File: config.mk
export PLATFORM = sky130hd
export DESIGN_NAME = fazyrv_wb_arb
export DESIGN_NICKNAME = d
export VERILOG_FILES = /design/src/rtl/fazyrv_wb_arb_pkg.sv /design/src/rtl/fazyrv_wb_arb_wdt.sv /design/src/rtl/fazyrv_wb_arb.sv
export SDC_FILE = /design/constraint.sdc
export NUM_CORES = 1
export LEC_CHECK = 0
export CAP_MARGIN = 20
export CORE_AREA = 2 2 107 109
export CTS_BUF_LIST = sky130_fd_sc_hd__clkbuf_4 sky130_fd_sc_hd__clkbuf_8 sky130_fd_sc_hd__clkbuf_16
export CTS_CLUSTER_SIZE = 24
export DETAILED_ROUTE_END_ITERATION = 8
export DIE_AREA = 0 0 109 111
export SLEW_MARGIN = 20
export SYNTH_ARGS = -nofsm -noshare
export SYNTH_HDL_FRONTEND = slang
export SYNTH_HIERARCHICAL = 1
export SYNTH_SLANG_ARGS = --single-unit
export TNS_END_PERCENT = 10
File: constraint.sdc
create_clock -name clk_i -period 5.25 [get_ports clk_i]
set_input_delay 1.575 -clock clk_i [delete_from_list [all_inputs] [get_ports clk_i]]
set_output_delay 1.575 -clock clk_i [all_outputs]
set_load 0.02 [all_outputs]
File: src/rtl/fazyrv_wb_arb_pkg.sv
// Shared types and constants for the FazyRV imem/dmem Wishbone arbiter.
package fazyrv_wb_arb_pkg;

  typedef enum logic [1:0] {
    ARB_IDLE,
    ARB_GNT_I,
    ARB_GNT_D,
    ARB_RECOV
  } arb_state_t;

  localparam logic [3:0] IMEM_SEL = 4'hF;

  // Counter width for a watchdog of length t. A disabled watchdog still
  // needs a 1-bit vector so that the declaration stays legal.
  function automatic int unsigned wdt_width(input int unsigned t);
    return (t > 0) ? $clog2(t + 1) : 1;
  endfunction

endpackage

File: src/rtl/fazyrv_wb_arb_wdt.sv
// Saturating ack-timeout counter. It is cleared while clr_i is high and counts while en_i is high.
// expire_o is high in the cycle where the count reaches TIMEOUT-1.
module fazyrv_wb_arb_wdt
  import fazyrv_wb_arb_pkg::*;
#(
  parameter int unsigned TIMEOUT = 64
) (
  input  logic clk_i,
  input  logic rst_in,
  input  logic clr_i,
  input  logic en_i,
  output logic expire_o
);

  localparam int unsigned CW   = wdt_width(TIMEOUT);
  localparam int unsigned LAST = (TIMEOUT > 0) ? TIMEOUT - 1 : 0;

  logic [CW-1:0] cnt;

  // The count holds at LAST, so it never wraps around to zero.
  always_ff @(posedge clk_i or negedge rst_in) begin
    if (!rst_in)
      cnt <= '0;
    else if (clr_i || (TIMEOUT == 0))
      cnt <= '0;
    else if (en_i && (cnt != CW'(LAST)))
      cnt <= cnt + 1'b1;
  end

  assign expire_o = (TIMEOUT != 0) && en_i && (cnt == CW'(LAST));

endmodule

File: src/rtl/fazyrv_wb_arb.sv
// Round-robin arbiter that connects the FazyRV instruction and data Wishbone masters to one
// classic slave. A grant is held until ack or abort, and an optional watchdog forces an
// error-ack.
module fazyrv_wb_arb
  import fazyrv_wb_arb_pkg::*;
#(
  parameter int unsigned TIMEOUT   = 64,
  parameter bit          DMEM_PRIO = 1'b1
) (
  input  logic        clk_i,
  input  logic        rst_in,

  input  logic        wb_imem_cyc_i,
  input  logic        wb_imem_stb_i,
  input  logic [31:0] wb_imem_adr_i,
  output logic [31:0] wb_imem_dat_o,
  output logic        wb_imem_ack_o,

  input  logic        wb_dmem_cyc_i,
  input  logic        wb_dmem_stb_i,
  input  logic        wb_dmem_we_i,
  input  logic [3:0]  wb_dmem_be_i,
  input  logic [31:0] wb_dmem_adr_i,
  input  logic [31:0] wb_dmem_dat_i,
  output logic [31:0] wb_dmem_dat_o,
  output logic        wb_dmem_ack_o,

  output logic        wb_cyc_o,
  output logic        wb_stb_o,
  output logic        wb_we_o,
  output logic [3:0]  wb_sel_o,
  output logic [31:0] wb_adr_o,
  output logic [31:0] wb_dat_o,
  input  logic [31:0] wb_dat_i,
  input  logic        wb_ack_i,
  output logic        err_o
);

  arb_state_t state;
  logic       last_d;   // 1: the most recent grant went to dmem
  logic       req_i, req_d;
  logic       gnt_i, gnt_d, in_gnt;
  logic       expire, forced, bus_en;
  logic       gnt_master_cyc;
  logic [31:0] rd_dat;

  assign req_i  = wb_imem_cyc_i & wb_imem_stb_i;
  assign req_d  = wb_dmem_cyc_i & wb_dmem_stb_i;
  assign gnt_i  = (state == ARB_GNT_I);
  assign gnt_d  = (state == ARB_GNT_D);
  assign in_gnt = gnt_i | gnt_d;

  fazyrv_wb_arb_wdt #(
    .TIMEOUT (TIMEOUT)
  ) u_wdt (
    .clk_i    (clk_i),
    .rst_in   (rst_in),
    .clr_i    (~in_gnt),
    .en_i     (in_gnt),
    .expire_o (expire)
  );

  // A genuine ack in the expiry cycle wins. The watchdog only fires when the slave is silent.
  assign forced = expire & ~wb_ack_i;
  assign bus_en = in_gnt & ~forced;
  assign err_o  = forced;

  always_comb begin
    wb_cyc_o = 1'b0;
    wb_stb_o = 1'b0;
    wb_we_o  = 1'b0;
    wb_sel_o = '0;
    wb_adr_o = '0;
    wb_dat_o = '0;
    if (bus_en) begin
      if (gnt_d) begin
        wb_cyc_o = wb_dmem_cyc_i;
        wb_stb_o = wb_dmem_stb_i;
        wb_we_o  = wb_dmem_we_i;
        wb_sel_o = wb_dmem_be_i;
        wb_adr_o = wb_dmem_adr_i;
        wb_dat_o = wb_dmem_dat_i;
      end else begin
        wb_cyc_o = wb_imem_cyc_i;
        wb_stb_o = wb_imem_stb_i;
        wb_sel_o = IMEM_SEL;
        wb_adr_o = wb_imem_adr_i;
      end
    end
  end

  // Read data is fanned out to both masters. It is zeroed on a forced error-ack.
  assign rd_dat        = bus_en ? wb_dat_i : '0;
  assign wb_imem_dat_o = rd_dat;
  assign wb_dmem_dat_o = rd_dat;
  assign wb_imem_ack_o = gnt_i & (wb_ack_i | expire);
  assign wb_dmem_ack_o = gnt_d & (wb_ack_i | expire);

  assign gnt_master_cyc = gnt_d ? wb_dmem_cyc_i : wb_imem_cyc_i;

  always_ff @(posedge clk_i or negedge rst_in) begin
    if (!rst_in) begin
      state  <= ARB_IDLE;
      last_d <= ~DMEM_PRIO;
    end else begin
      case (state)
        ARB_IDLE: begin
          if (req_i && req_d)
            state <= last_d ? ARB_GNT_I : ARB_GNT_D;
          else if (req_d)
            state <= ARB_GNT_D;
          else if (req_i)
            state <= ARB_GNT_I;
        end
        ARB_GNT_I, ARB_GNT_D: begin
          // Leaving a grant always passes through IDLE or RECOV.
          // This keeps stb low for at least one cycle between transfers.
          if (wb_ack_i || expire || !gnt_master_cyc) begin
            last_d <= gnt_d;
            state  <= forced ? ARB_RECOV : ARB_IDLE;
          end
        end
        ARB_RECOV: begin
          if (!wb_ack_i)
            state <= ARB_IDLE;
        end
        default: state <= ARB_IDLE;
      endcase
    end
  end

endmodule

==> flow_summary.toml <==
[synth]
avgSynthCellArea_um2 = 7.318
synth_top_area_share_pct = 21.29
synth_nets = 411
synth.area.top_cells = "and3_1, mux2i_1, dfrtp_1"
synth_edf_count = 0
yosysWarnings = 6
synthCells = 265
ys.flop_type = "dfrtp_1"
yosysTopAreaCell = "and3_1"
yosysMostFrequentCell = "and3_1"
async_flop_share_pct = 100.0
syn_area_um2 = 1939
ys_seq_area_share_pct = 12.90
ys_seq_elements = 10
synth_common_cells = "and3_1, nor2_1, mux2i_1, buf_4"
synth.distinct_cells = 36

[status]
outcome = "completed"

[timing]
max_clock_freq_ghz = 0.2008
tightest_slew_ns = 0.4493
fin_crit_sh_pct = 94.88
setup_tns_ns = 0
rsz0062_at_grt = "no"
timing.final.ws_setup_ns = 0.2690
period_minus_slack_ns = 4.981
hold_violations = 0
drv_slew = 0
fin_skew_ns = 0.0007769
setup_viol = 0
slew_headroom_pct = 69.95

[placement]
portBuffers = 277
place_congestion = 0.9092
hpwl_um = 7759
place_ws_ns = 0.2629
dp.cells = 636
placed_area_um2 = 4628

[setup_path]
critical_path.max_fanout = 33
regToRegSetupSlack_ns = 3.16
slowest_stage = "clkdlybuf4s50_1"
r2r-start = "state[1]"
timing.critical_path.buf_inv = 3
crit_path_frequent_cell = "clkdlybuf4s50_1"
crit_chain = "clkdlybuf4s50_1 -> nand2b_1 -> buf_4 -> and3_1 -> clkdlybuf4s50_1"
cp.required_ns = 3.68
critPathTopFamily = "buffers and inverters"
path_class = "in2out"
start_kind = "input pin"
end_kind = "output pin"
slowest_delay_ns = 0.64
cp.arrival_ns = 3.41
r2r_end = "state[1]"
worstRegToRegCells = 8

[detailed_routing]
wl_um = 9307
initialDrtViolationCount = 97
ant_nets = 0
vias_per_cell = 4.254
drc = 0
firstDrtPassIters = 4
wl_per_cell_um = 14.56
vias = 2718

[clocking]
cts_resized = 0
cts_tree = "yes"
postCtsHoldBufs = 0
numCtsBuffers = 3
post-cts-setup-buffers = 0
worstSkewPairLatency_ns = 0.23
ctsLongestPathBuffers = 2
cts.sinks = 10
path_clk_slew_ns = 0.04
cts.htree.levels = 1
cts_root_buf = "clkbuf_16"

[floorplan]
die-area_um2 = 12100
core-area_um2 = 11080
dieHeight_um = 111
die_x_um = 109
ioPinCount = 278
num_rows = 39
initial_core_util_pct = 17.51

[pwr]
ir_drop_mv = 0.3264
p_per_area_nw_per_um2 = 604.0
p_leak_uw = 0.002023

[grt]
grt_use_total_pct = 14.00
grt_max_degree = 58
grt_pass1_wl_um = 13790
grt_pass1_vias = 2702
antenna_found_initial = 0
grt_overflow = 0

[hold_path]
min_to = "last_d"
hp-start = "last_d"
holdPathStages = 1
min_path_type = "reg2reg"

[flow_run]
drv_cap = 0

[cells_and_area]
diodes = 0
nets = 644
fin_cells = 639
postLayoutCellArea_um2 = 4703
drive_gt1_share_pct = 4.234
syn_to_final_growth_pct = 142.5
[per-layer routing]
layer  vias up  routed length [um]  track usage (%)
met3         8                 882            3.586
met1      1232                3528            15.84
li1       1349                   -                -
met4         0                 108            2.222
met2       129                4787            26.21
met5         -                   0                0
[worst max path at each step]
| stage | cells past startpoint | endpoint | startpoint |
|---|---|---|---|
| floorplan | 5 | wb_imem_dat_o[10] | wb_ack_i |
| global placement | 5 | wb_dmem_dat_o[8] | wb_ack_i |
| detailed placement | 5 | wb_imem_dat_o[8] | wb_ack_i |
| CTS | 5 | wb_imem_dat_o[8] | wb_ack_i |
| global route | 5 | wb_dmem_dat_o[8] | wb_ack_i |
| finish | 5 | wb_imem_dat_o[8] | wb_ack_i |
[cells in the final DEF, fill, tap and decap left out]
master,instances
a21oi_2,1
inv_2,1
and3_2,2
o2111ai_1,1
nand3_1,3
mux2_2,2
a32o_2,1
dfrtp_1,10
a211oi_1,2
nor2_1,38
inv_1,10
buf_4,4
and2b_1,1
and4_1,1
nor2_4,1
clkdlybuf4s50_1,276
nand4_1,3
nand3b_1,1
clkbuf_16,3
a2bb2oi_1,2
nand2b_1,3
ha_2,1
buf_12,3
mux2i_1,34
a221oi_2,1
nand2_1,2
o21bai_1,1
and3b_1,1
a21oi_1,6
and3_1,66
nor3_1,1
mux2_4,1
a22oi_1,1
ha_1,5
a31oi_1,2
nor2b_1,4
mux2_1,1
[area by class of cell]
| class | count | area [um^2] |
|---|---|---|
| Clock buffer | 3 | 75.07 |
| Fill cell | 1105 | 6374 |
| Inverter | 11 | 41.29 |
| Multi-Input combinational cell | 189 | 1305 |
| Sequential cell | 10 | 250.2 |
| Tap cell | 143 | 178.9 |
| Timing Repair Buffer | 283 | 2853 |
[per-stage QoR]
stage	util (%)	hold WS [ns]	total power, uW
after detailed placement	41.78	0.5156	2738
after floorplan	-	0.4813	1647
after CTS	42.46	0.5199	2878
after global placement	41.78	0.5030	2727
final	42.46	0.5175	2841
after global routing	42.46	0.5336	3011
[registers in the layout (all words and copies together) (netlist names)]
signal and count:
state 2, u_wdt/cnt 7, last_d 1
[worst reg2reg max path, cell delays in order, from the launching register on]
cell,delay (ns)
dfrtp_1,0.42
inv_1,0.09
ha_1,0.42
nand4_1,0.14
nor2_1,0.15
nor2_1,0.11
a32o_2,0.29
a221oi_2,0.23
a2bb2oi_1,0.10
[report_power, final]
group | total [uW] | switching [uW] | internal, uW | leakage [uW]
logic | 2600 | 1370 | 1230 | 0.00185
clock network | 130 | 31.8 | 98.4 | 0.0000370
registers | 110 | 16.1 | 93.7 | 0.000134
[cell families (layout without fill, tap and decap cells)]
kind of cell | Yosys count | in the layout | share of synthesized area, %
compound gates | 18 | 18 | 6.903
flops | 10 | 10 | 12.90
mux | 38 | 38 | 20.06
simple gates | 127 | 127 | 36.32
buf+inv | 66 | 297 | 19.94
fa+ha+maj | 6 | 6 | 3.871
(Power assumes the default switching activity.)
